<file path="config.mk">
export PLATFORM = sky130hd
export DESIGN_NAME = bus_rec_rr_arbiter
export DESIGN_NICKNAME = d
export VERILOG_FILES = /design/src/rtl/mopshub_rec_pkg.sv /design/src/rtl/rec_rr_pick.sv /design/src/rtl/bus_rec_rr_arbiter.sv
export SDC_FILE = /design/constraint.sdc
export NUM_CORES = 1
export LEC_CHECK = 0
export ABC_AREA = 1
export ABC_CLOCK_PERIOD_IN_PS = 7800
export BUFFER_PORTS_ARGS = -buffer_cell sky130_fd_sc_hd__buf_2
export CAP_MARGIN = 20
export CELL_PAD_IN_SITES_DETAIL_PLACEMENT = 0
export CELL_PAD_IN_SITES_GLOBAL_PLACEMENT = 2
export CORE_MARGIN = 1
export CORE_UTILIZATION = 32
export CTS_CLUSTER_DIAMETER = 40
export DETAILED_ROUTE_END_ITERATION = 8
export GPL_ROUTABILITY_DRIVEN = 1
export PLACE_DENSITY = 0.87
export REMOVE_ABC_BUFFERS = 1
export SYNTH_ARGS = -nofsm -noshare
export SYNTH_HDL_FRONTEND = slang
export SYNTH_SLANG_ARGS = --single-unit
export TNS_END_PERCENT = 10
</file>
<file path="constraint.sdc">
create_clock -name clk -period 7.8 [get_ports clk]
set_input_delay 0.78 -clock clk [delete_from_list [all_inputs] [get_ports clk]]
set_output_delay 0.78 -clock clk [all_outputs]
set_load 0.02 [all_outputs]
</file>
<file path="src/rtl/mopshub_rec_pkg.sv">
// Shared constants and state encoding for the receive-pending round-robin arbiter.
package mopshub_rec_pkg;

   localparam int N_BUS = 16;
   localparam int SEL_W = 5;
   localparam int CNT_W = 16;
   localparam int PTR_W = 4;

   localparam logic [1:0] ST_IDLE  = 2'd0;
   localparam logic [1:0] ST_GRANT = 2'd1;
   localparam logic [1:0] ST_CLEAR = 2'd2;

   typedef enum logic [1:0] {
      S_IDLE  = ST_IDLE,
      S_GRANT = ST_GRANT,
      S_CLEAR = ST_CLEAR
   } arb_state_e;

endpackage

</file>
<file path="src/rtl/rec_rr_pick.sv">
// Rotating-priority finder: returns the first set bit of mask found by scanning
// upward from ptr and wrapping from 15 back to 0.
module rec_rr_pick
   import mopshub_rec_pkg::*;
(
   input  logic [N_BUS-1:0] mask,
   input  logic [PTR_W-1:0] ptr,
   output logic             any,
   output logic [PTR_W-1:0] idx
);

   logic [2*N_BUS-1:0] doubled;
   logic [N_BUS-1:0]   rotated;
   logic [PTR_W-1:0]   offset;

   // Rotate the mask so ptr lands on bit 0, take the lowest set bit, then map the offset back.
   always_comb begin
      doubled = {mask, mask} >> ptr;
      rotated = doubled[N_BUS-1:0];
      offset  = '0;
      for (int i = N_BUS - 1; i >= 0; i--) begin
         if (rotated[i]) begin
            offset = PTR_W'(i);
         end
      end
      any = |mask;
      idx = offset + ptr;
   end

endmodule

</file>
<file path="src/rtl/bus_rec_rr_arbiter.sv">
// Round-robin arbiter in front of the 16-bit receive-pending register.
// Grants one bus at a time to the receive handler, then strobes rst_bus_sig with
// bus_rec_select to clear that bus's pending bit. bus_rec_select always stays in 0..15
// so a clear strobe can never wipe the whole pending register.
// Optional feature: define REC_ARB_TIMEOUT_EN to force a release after TIMEOUT_CYCLES
// cycles in GRANT without rec_done (rec_timeout pulses, then the normal clear follows).
module bus_rec_rr_arbiter
   import mopshub_rec_pkg::*;
#(
   parameter int TIMEOUT_CYCLES = 1023
)
(
   input  logic             clk,
   input  logic             rst,
   input  logic             arb_en,
   input  logic [N_BUS-1:0] pending_in,
   input  logic             buffer_en,
   input  logic             rec_done,
   output logic             rec_req,
   output logic [SEL_W-1:0] bus_rec_select,
   output logic             rst_bus_sig,
   output logic             arb_busy,
   output logic [CNT_W-1:0] grant_cnt,
   output logic             rec_timeout
);

   arb_state_e       state_q;
   logic [SEL_W-1:0] sel_q;
   logic [PTR_W-1:0] nextPtr_q;
   logic             recReq_q;
   logic             rstBus_q;
   logic [CNT_W-1:0] grantCnt_q;

   logic             pickAny;
   logic [PTR_W-1:0] pickIdx;
   logic             grantEnd_d;

   rec_rr_pick u_pick (
      .mask (pending_in),
      .ptr  (nextPtr_q),
      .any  (pickAny),
      .idx  (pickIdx)
   );

`ifdef REC_ARB_TIMEOUT_EN
   localparam int TMO_W = (TIMEOUT_CYCLES > 1) ? $clog2(TIMEOUT_CYCLES) : 1;

   logic [TMO_W-1:0] tmoCnt_q;
   logic             timeoutHit;
   logic             recTimeout_q;

   assign timeoutHit = (state_q == S_GRANT) && (tmoCnt_q == TMO_W'(TIMEOUT_CYCLES - 1));
   assign grantEnd_d = rec_done || timeoutHit;

   // Count cycles spent in GRANT; held at zero elsewhere so every grant starts fresh.
   always_ff @(posedge clk) begin
      if (rst || state_q != S_GRANT) begin
         tmoCnt_q <= '0;
      end else if (!timeoutHit) begin
         tmoCnt_q <= tmoCnt_q + TMO_W'(1);
      end
   end

   // One-cycle pulse when the grant is released by the timeout rather than by rec_done.
   always_ff @(posedge clk) begin
      if (rst) begin
         recTimeout_q <= 1'b0;
      end else begin
         recTimeout_q <= timeoutHit && !rec_done;
      end
   end

   assign rec_timeout = recTimeout_q;
`else
   assign grantEnd_d  = rec_done;
   assign rec_timeout = 1'b0;
`endif

   // Arbitration FSM: pick in IDLE, hold the grant in GRANT, strobe the clear in CLEAR.
   always_ff @(posedge clk) begin
      if (rst) begin
         state_q    <= S_IDLE;
         sel_q      <= '0;
         nextPtr_q  <= '0;
         recReq_q   <= 1'b0;
         rstBus_q   <= 1'b0;
         grantCnt_q <= '0;
      end else begin
         unique case (state_q)
            S_IDLE: begin
               if (arb_en && pickAny) begin
                  sel_q    <= {1'b0, pickIdx};
                  recReq_q <= 1'b1;
                  state_q  <= S_GRANT;
               end
            end
            S_GRANT: begin
               if (grantEnd_d) begin
                  recReq_q  <= 1'b0;
                  rstBus_q  <= 1'b1;
                  nextPtr_q <= sel_q[PTR_W-1:0] + PTR_W'(1);
                  state_q   <= S_CLEAR;
               end
            end
            S_CLEAR: begin
               if (!buffer_en) begin
                  rstBus_q   <= 1'b0;
                  grantCnt_q <= grantCnt_q + CNT_W'(1);
                  state_q    <= S_IDLE;
               end
            end
            default: begin
               recReq_q <= 1'b0;
               rstBus_q <= 1'b0;
               state_q  <= S_IDLE;
            end
         endcase
      end
   end

   assign rec_req        = recReq_q;
   assign bus_rec_select = sel_q;
   assign rst_bus_sig    = rstBus_q;
   assign arb_busy       = (state_q != S_IDLE);
   assign grant_cnt      = grantCnt_q;

endmodule

</file>
==> metrics, run 1 <==
VDD IR max 0.07883 mV; Setup crit start kind flop; Top Ports 46; CTS Root Cell clkbuf_8; Layout fillers 821; die area 7998 sq um; first-pass GRT wire length 10,870 microns; minimum clock period 3.597 ns; Port Buffers 43; gpl congestion 0.8583; CTS clk-pin slew, worst paths 0.09 ns; DRC 0; number of antenna repair diodes 0; critical path class flop to flop; Arr. time, crit path 3.78 ns; post-route cell area 2719 sq um; initial antenna violation count 0; period utilisation layout 46.12%; Hold Vio Cnt, Final 0; Netlist cell types 35; Hold WC Path Type flop to flop; Starting Density 33.37%; Req. time, crit path 7.99 ns; DP Wirelength 4941 microns; total design power 0.0003884 W; Post-Syn Area 2446 sq um; vias per cell 4.860; Setup crit end kind flop; most frequent cells in the layout 82 x nand2_1, 67 x nand3_1, 46 x inv_1, 43 x buf_2; worst slew pin tran 0.7842 ns; Final Hold Slack 0.4644 ns; endpoints failing setup 0; clk_skew 0.001242 ns; Syn Inst Count 383; CP endpoint bus_rec_select[2]$_SDFFE_PP0P_; Rel. slew slack 47.65%; die height 89.43 microns; PD cells 142.8 nW/um^2; worst flop-to-flop path endpoint bus_rec_select[2]$_SDFFE_PP0P_; Clock Latency Late Sink 0.27 ns; Crit. Startpoint nextPtr_q[0]$_SDFFE_PP0P_; post-CTS setup buffers 0; unrepaired setup endpoints after global routing false; synthesized flop and latch total 28; Placeable Area 7331 sq um; H-tree levels 1; maxcap violations 0; Die Width 89.43 microns; Iteration-0 DRC Markers 91; CTS Buf Count 3; placed cell areas 2664 sq um; hold buffer count at cts 0; setup TNS 0 ns; largest net degree at the start of global routing 24; Antenna Violating Nets Remaining 0; share of layout cells above drive strength 1 20.00%; First-pass DRT Iterations 4; Reg2Reg Setup Slack 4.20 ns; final net count 443; clock buffer depth 2; All-Layer GR Usage 17.21%; mean routed wirelength per cell 12.08 microns; status finished clean; area grow syn2layout 11.15%; CTS tree yes; Resize count post-CTS 0; reg2reg start nextPtr_q[0]$_SDFFE_PP0P_; most common cell after layout, fill and taps aside nand2_1; largest fanout on the critical path 18; Net Sw Frac 37.80%; Num Clock Sinks 28; Syn. warnings 0; Pint 0.0002416 W; gr ovfl total 0; Static Leak 1.293 nW; vias in the first global route 2,429; Gate power share 36.4%; register area share after synthesis 22.92%; vias after detailed routing 2,498; Clock power frac 22.7%; cell row count 31; fmax 278.0 MHz; Post-Syn Area per Cell 6.387 sq um; final wirelength 6208 microns; Seq pwr share 40.9%; NetSw 0.0001468 W; Slew Limit Fails 0; cells on worst reg2reg path 27
routing by layer:
layer | up-vias | wire length, microns | global-route usage (%) | part of all wire [%]
li1 | 1338 | - | - | -
met1 | 1104 | 2853 | 20.68 | 46
met2 | 48 | 3031 | 31.37 | 49
met3 | 8 | 227 | 2.308 | 3.7
met4 | 0 | 95 | 5.916 | 1.5
met5 | - | 0 | 0 | 0
cells by family after synthesis:
kind of cell,after synthesis,share of synthesized area (%)
other,1,0.1533
DFF,28,22.92
AOI/OAI and AO/OA,65,14.27
and+or+nand+nor,213,44.66
buffers and inverters,66,13.20
xor gates and xnor gates,4,1.432
adders and majority gates,6,3.376
flip-flops by register name (all words and copies together), names as in the netlist:
register,count
nextPtr_q,4
grant_cnt,16
rst_bus_sig,1
state_q,2
rec_req,1
bus_rec_select,4
worst max-delay path, cell delays in order (launching register included):
cell,delay (ns)
dfxtp_1,0.84
inv_8,0.19
nand2_1,0.13
nand3_1,0.07
nand2_1,0.14
inv_1,0.05
nand2_1,0.06
nand2_1,0.07
inv_1,0.07
nand2_1,0.06
o21ai_2,0.10
nand2_1,0.07
nand2_1,0.05
nand2_1,0.05
nand2_1,0.05
nand2_1,0.05
nand2_1,0.05
nand2_1,0.06
nand2_1,0.05
nand2_1,0.05
nand2_1,0.05
nand2_1,0.08
a21oi_2,0.12
ha_1,0.18
inv_1,0.06
fa_1,0.37
xor2_1,0.18
a211oi_1,0.23
stage by stage:
step           instances  setup slack, ns  util, %
2_1_floorplan        368            4.774        -
3_3_place_gp         510            4.200    36.34
5_1_grt              514            3.729    37.09
4_1_cts              514            4.161    37.09
3_5_place_dp         510            4.183    36.34
6_report             514            4.203    37.09
synth_stat cells (all sizes together):
cell    count  area (sq um)
inv        50         197.7
nand4       5         31.28
conb        1         3.750
buf        14         117.6
ha          5         62.56
o211ai      1         7.510
and2        1         6.260
nor2       19         73.82
o21ai      34         185.2
nand3      77         435.4
dfxtp      28         560.5
a211oi      1         7.510
nor4        4         25.02
fa          1         20.02
and3        1         6.260
clkbuf      2         7.510
xor2        4         35.03
nor3       13         102.6
nand2      93         411.7
a21oi      29         148.9
worst min-delay path by stage:
| stage | endpoint | slack (ns) | start | cells after the start |
|---|---|---|---|---|
| after global routing | grant_cnt[15]$_SDFFE_PP0P_ | 0.50 | grant_cnt[15]$_SDFFE_PP0P_ | 1 |
| after CTS | grant_cnt[15]$_SDFFE_PP0P_ | 0.47 | grant_cnt[15]$_SDFFE_PP0P_ | 1 |
| after global placement | grant_cnt[15]$_SDFFE_PP0P_ | 0.44 | grant_cnt[15]$_SDFFE_PP0P_ | 1 |
| final | grant_cnt[15]$_SDFFE_PP0P_ | 0.46 | grant_cnt[15]$_SDFFE_PP0P_ | 1 |
| after detailed placement | grant_cnt[15]$_SDFFE_PP0P_ | 0.45 | grant_cnt[15]$_SDFFE_PP0P_ | 1 |
| after floorplan | state_q[1]$_SDFFE_PP0P_ | 0.50 | state_q[1]$_SDFFE_PP0P_ | 2 |
power by group through the flow:
stage	Sequential [W]	Clock, W	Combinational [W]
2_1_floorplan	0.000164	0	0.0000986
3_3_place_gp	0.000162	0	0.000143
3_5_place_dp	0.000162	0	0.000142
4_1_cts	0.000159	0.0000913	0.000143
5_1_grt	0.000161	0.0000980	0.000164
6_report	0.000159	0.0000881	0.000141
layout make-up:
class	count	area [sq um]	area share, %
Sequential cell	28	560.5	20.62
Tap cell	99	123.9	4.556
Inverter	50	197.7	7.271
Multi-Input combinational cell	290	1567	57.62
Clock buffer	4	55.05	2.025
Timing Repair Buffer	43	215.2	7.915
(Power assumes the default switching activity.)
==> run 2, diff against run 1 <==
ABC_CLOCK_PERIOD_IN_PS = 2960   (was 7800)
CORE_UTILIZATION = 27   (was 32)
PLACE_DENSITY = 0.79   (was 0.87)
clock period = 2.96 ns   (was 7.8 ns; I/O delays follow)
==> metrics, run 2 (synthesis results as in run 1) <==
status finished clean; vias after detailed routing 2,675; cell row count 34; Hold Vio Cnt, Final 0; mean routed wirelength per cell 13.25 microns; clock buffer depth 2; All-Layer GR Usage 14.79%; area grow syn2layout 32.48%; final wirelength 7221 microns; Die Width 97.18 microns; largest net degree at the start of global routing 21; DRC 0; gpl congestion 0.8357; Hold WC Path Type input pin to flop; Starting Density 27.91%; CTS clk-pin slew, worst paths 0.09 ns; CTS Root Cell clkbuf_8; Setup crit start kind flop; unrepaired setup endpoints after global routing true; PD cells 341.8 nW/um^2; Iteration-0 DRC Markers 64; vias in the first global route 2,440; Top Ports 46; period utilisation layout 98.95%; die height 97.18 microns; Arr. time, crit path 3.12 ns; vias per cell 4.908; maxcap violations 0; endpoints failing setup 0; VDD IR max 0.2503 mV; number of antenna repair diodes 0; Final Hold Slack 0.3445 ns; largest fanout on the critical path 8; CTS tree yes; H-tree levels 1; most frequent cells in the layout 63 x nand2_1, 43 x inv_1, 43 x buf_2, 41 x nand3_1, 35 x nand3_2; critical path class flop to flop; fmax 341.4 MHz; Placeable Area 8763 sq um; Static Leak 1.522 nW; final net count 466; most common cell after layout, fill and taps aside nand2_1; Setup crit end kind flop; DP Wirelength 5400 microns; First-pass DRT Iterations 4; Antenna Violating Nets Remaining 0; initial antenna violation count 0; Req. time, crit path 3.15 ns; clk_skew 0.002294 ns; Clock Latency Late Sink 0.26 ns; max reg flops 16; hold buffer count at cts 0; Slew Limit Fails 0; first-pass GRT wire length 11,670 microns; CTS Buf Count 3; Port Buffers 43; setup TNS 0 ns; share of layout cells above drive strength 1 36.61%; die area 9444 sq um; minimum clock period 2.929 ns; Num Clock Sinks 28; gr ovfl total 0
## run 2: changes by cell type in the layout (fill, tap and decap cells not counted), sizes merged
cell | previous run | this run
buf | 43 | 63
clkinv | 0 | 1
inv | 50 | 51
## run 2: where the power goes
part           switching [W]  leakage (nW)  internal, W  total, W
Clock               0.000110        0.0216    0.0000911  0.000201
Combinational       0.000308          1.27     0.000193  0.000501
Sequential         0.0000146         0.228     0.000390  0.000405
Total               0.000433          1.52     0.000675   0.00111
## run 2: what timing repair did
action                                  CTS  global route
endpoints found under the setup margin    2             3
resized for setup                         4            66
cloned                                    1             3
pin swaps                                 4            30
setup buffers                             2             7
## run 2: stage by stage
step | cells | setup slack [ns] | util (%) | area [sq um] | power (W)
floorplan | 368 | -0.06642 | - | 2325 | 0.0006919
global placement | 529 | 0.004648 | 31.67 | 2775 | 0.0008335
detailed placement | 529 | -0.03237 | 31.67 | 2775 | 0.0008318
CTS | 535 | 0.007658 | 32.81 | 2875 | 0.001052
global route | 545 | -0.1789 | 36.98 | 3241 | 0.001197
finish | 545 | 0.03097 | 36.98 | 3241 | 0.001108
## run 2: final timing paths
| check | from | end | slack (ns) | depth (start not counted) |
|---|---|---|---|---|
| min reg2reg | grant_cnt[15]$_SDFFE_PP0P_ | grant_cnt[15]$_SDFFE_PP0P_ | 0.47 | 1 |
| max reg2reg | nextPtr_q[0]$_SDFFE_PP0P_ | bus_rec_select[2]$_SDFFE_PP0P_ | 0.03 | 26 |
| min | rec_done | state_q[0]$_SDFFE_PP0P_ | 0.34 | 4 |
| max | nextPtr_q[0]$_SDFFE_PP0P_ | bus_rec_select[2]$_SDFFE_PP0P_ | 0.03 | 26 |
## run 2: layer usage
layer,vias up,wire length (microns),global-route usage (%)
met2,48,3530,25.57
met5,-,0,0
li1,1388,-,-
met4,0,53,2.870
met3,4,244,1.439
met1,1235,3393,19.96
## run 2: cell type report
class	instances	area, sq um
inverters	50	216.5
fillers	980	5523
repair buffers	64	455.4
repair inverters	2	22.52
well taps	108	135.1
multi-input cells	290	1805
flip-flops and latches	28	564.3
clock buffers	3	41.29
## run 2: critical path, stage by stage, from the launching register on
cell      delay, ns
dfxtp_4        0.38
buf_12         0.13
buf_16         0.13
nand2_1        0.11
nand3_2        0.10
nand3_2        0.11
nand3_2        0.09
nand2_1        0.07
nand2_1        0.05
nand2_1        0.05
nand2_1        0.05
nand2_1        0.05
nand2_1        0.05
nand2_1        0.05
nand2_1        0.04
nand2_1        0.05
nand2_1        0.05
nand2_1        0.05
nand2_1        0.04
nand2_1        0.05
nand2_1        0.06
a21oi_2        0.13
ha_2           0.20
inv_2          0.04
fa_2           0.34
xor2_1         0.15
a211oi_2       0.20
==> run 3, diff against run 2 <==
--- a/config.mk
+++ b/config.mk
@@ -18,3 +18,3 @@
 export GPL_ROUTABILITY_DRIVEN = 1
-export PLACE_DENSITY = 0.79
+export PLACE_DENSITY_LB_ADDON = 0.1
 export REMOVE_ABC_BUFFERS = 1
==> constraint.sdc (replaced) <==
create_clock -name clk -period 2.96 [get_ports clk]
set_input_delay 0.444 -clock clk [delete_from_list [all_inputs] [get_ports clk]]
set_output_delay 0.444 -clock clk [all_outputs]
set_load 0.02 [all_outputs]
==> metrics, run 3 (synthesis results as in run 1) <==
Layout Cells excl Fill 544; endpoints failing setup 0; delay-heaviest family, CP compound AO/OA/AOI/OAI gates; Clock Latency Late Sink 0.27 ns; Slew Limit Fails 0; DP Wirelength 5739 microns; Arr. time, crit path 3.13 ns; Starting Density 27.91%; VDD IR max 0.3237 mV; gr busiest metal met2; PD cells 379.9 nW/um^2; Final WS setup 0.009562 ns; initial antenna violation count 0; Antenna Violating Nets Remaining 0; Setup crit start kind flop; fmax 338.9 MHz; All-Layer GR Usage 15.49%; placed cell areas 2825 sq um; Die Width 97.18 microns; first-pass GRT wire length 11,950 microns; Hold Vio Cnt, Final 0; Layout fillers 989; final net count 464; Inst Count DP 534; DRC 0; critical path class flop to flop; Worst path slowest cell dfxtp_4; vias in the first global route 2,559; Req. time, crit path 3.14 ns; GRT met2 Usage 30.12%; vias after detailed routing 2,630; met3 usage 1.223%; mean routed wirelength per cell 13.58 microns; die area 9444 sq um; First-pass DRT Iterations 4; Critical Path Max Stage Delay 0.40 ns; CP Cell Sequence buf_12 -> clkinv_16 -> nand2_2 -> nand3_2 -> and2_1 -> nand2_1 -> nand2_2 -> o21ai_4 -> nand2_2 -> nor2_2 -> o21ai_0 -> a21oi_1 -> ha_1 -> a21oi_2 -> nand2_2 -> xor2_1 -> inv_1 -> a21oi_1 -> o21ai_1 -> nand2_1 -> inv_1; most frequent cells in the layout 66 x nand2_1, 52 x nand3_1, 45 x inv_1, 43 x buf_2, 26 x dfxtp_1; Iteration-0 DRC Markers 42; gpl congestion 0.7755; CTS clk-pin slew, worst paths 0.10 ns; Placeable Area 8763 sq um; post-route cell area 3187 sq um; H-tree levels 1; die height 97.18 microns; Top Ports 46; largest net degree at the start of global routing 21; Port Buffers 43; Reg2Reg Setup Slack 0.01 ns; Setup crit end kind flop; cell row count 34; clk_skew 0.005659 ns; Final Hold Slack 0.4610 ns; CTS Root Cell clkbuf_8; Hold WC Path Type flop to flop; share of layout cells above drive strength 1 32.80%; max reg flops 16; largest fanout on the critical path 6; status finished clean; total design power 0.001211 W; final wirelength 7388 microns; period utilisation layout 99.68%; clock buffer depth 2; Post-Place Setup Slack -0.03812 ns; CP bufs+invs 4; most common cell after layout, fill and taps aside nand2_1; vias per cell 4.835; minimum clock period 2.950 ns; CTS tree yes; area grow syn2layout 30.28%; maxcap violations 0; gr ovfl total 0; critical path's most frequent cell nand2_2; CTS Buf Count 3; Static Leak 1.480 nW; unrepaired setup endpoints after global routing true; number of antenna repair diodes 0; GR Layer Usage met1 17.72%; Num Clock Sinks 28
[run 3: cell types whose count changed in the layout (fill, tap and decap cells not counted), moves of 2 or more]
| cell | before | now |
|---|---|---|
| nand3_1 | 41 | 52 |
| o21ai_1 | 7 | 9 |
| buf_6 | 2 | 0 |
| inv_1 | 43 | 45 |
| nand3_2 | 35 | 24 |
| o21ai_0 | 23 | 21 |
| o21ai_2 | 4 | 2 |
| o21ai_4 | 0 | 2 |
| nand2_1 | 63 | 66 |
| inv_2 | 5 | 3 |
[run 3: metrics by stage]
stage,setup TNS [ns],util (%)
after floorplan,-0.06642,-
after global placement,-0.03302,32.24
after detailed placement,-0.03812,32.24
after CTS,0,33.38
after global routing,-0.6770,36.36
final,0,36.36
[run 3: area by class of cell]
cell class / count / area (sq um) / share of cell area, %
timing repair inverter: 2 / 22.52 / 0.7067
clock inverter: 1 / 30.03 / 0.9423
sequential: 28 / 565.5 / 17.75
timing repair buffer: 62 / 437.9 / 13.74
inverter: 50 / 219.0 / 6.871
tap: 108 / 135.1 / 4.240
multi-input combinational: 290 / 1735 / 54.46
clock buffer: 3 / 41.29 / 1.296
[run 3: power breakdown]
part	switching (W)	internal [W]
Combinational	0.000311	0.000196
Sequential	0.0000149	0.000391
Clock	0.000118	0.000181
Total	0.000444	0.000767
[run 3: worst paths after layout]
check	startpoint	endpoint	cells past startpoint
min reg2reg	grant_cnt[15]$_SDFFE_PP0P_	grant_cnt[15]$_SDFFE_PP0P_	1
max	nextPtr_q[0]$_SDFFE_PP0P_	bus_rec_select[3]$_SDFFE_PP0P_	21
min	grant_cnt[15]$_SDFFE_PP0P_	grant_cnt[15]$_SDFFE_PP0P_	1
max reg2reg	nextPtr_q[0]$_SDFFE_PP0P_	bus_rec_select[3]$_SDFFE_PP0P_	21
[run 3: repair_timing]
| action | in CTS | in global routing |
|---|---|---|
| setup endpoints to repair | 2 | 3 |
| hold buffers | 0 | 0 |
| setup buffers | 0 | 2 |
| pin swaps | 0 | 26 |
| cloned | 0 | 4 |
| gates resized for setup | 8 | 47 |
[run 3: per-layer routing]
layer | share of wire (%) | wire length (microns)
met5 | 0 | 0
met4 | 1.3 | 96
met3 | 2.2 | 161
met2 | 53 | 3938
met1 | 43 | 3191
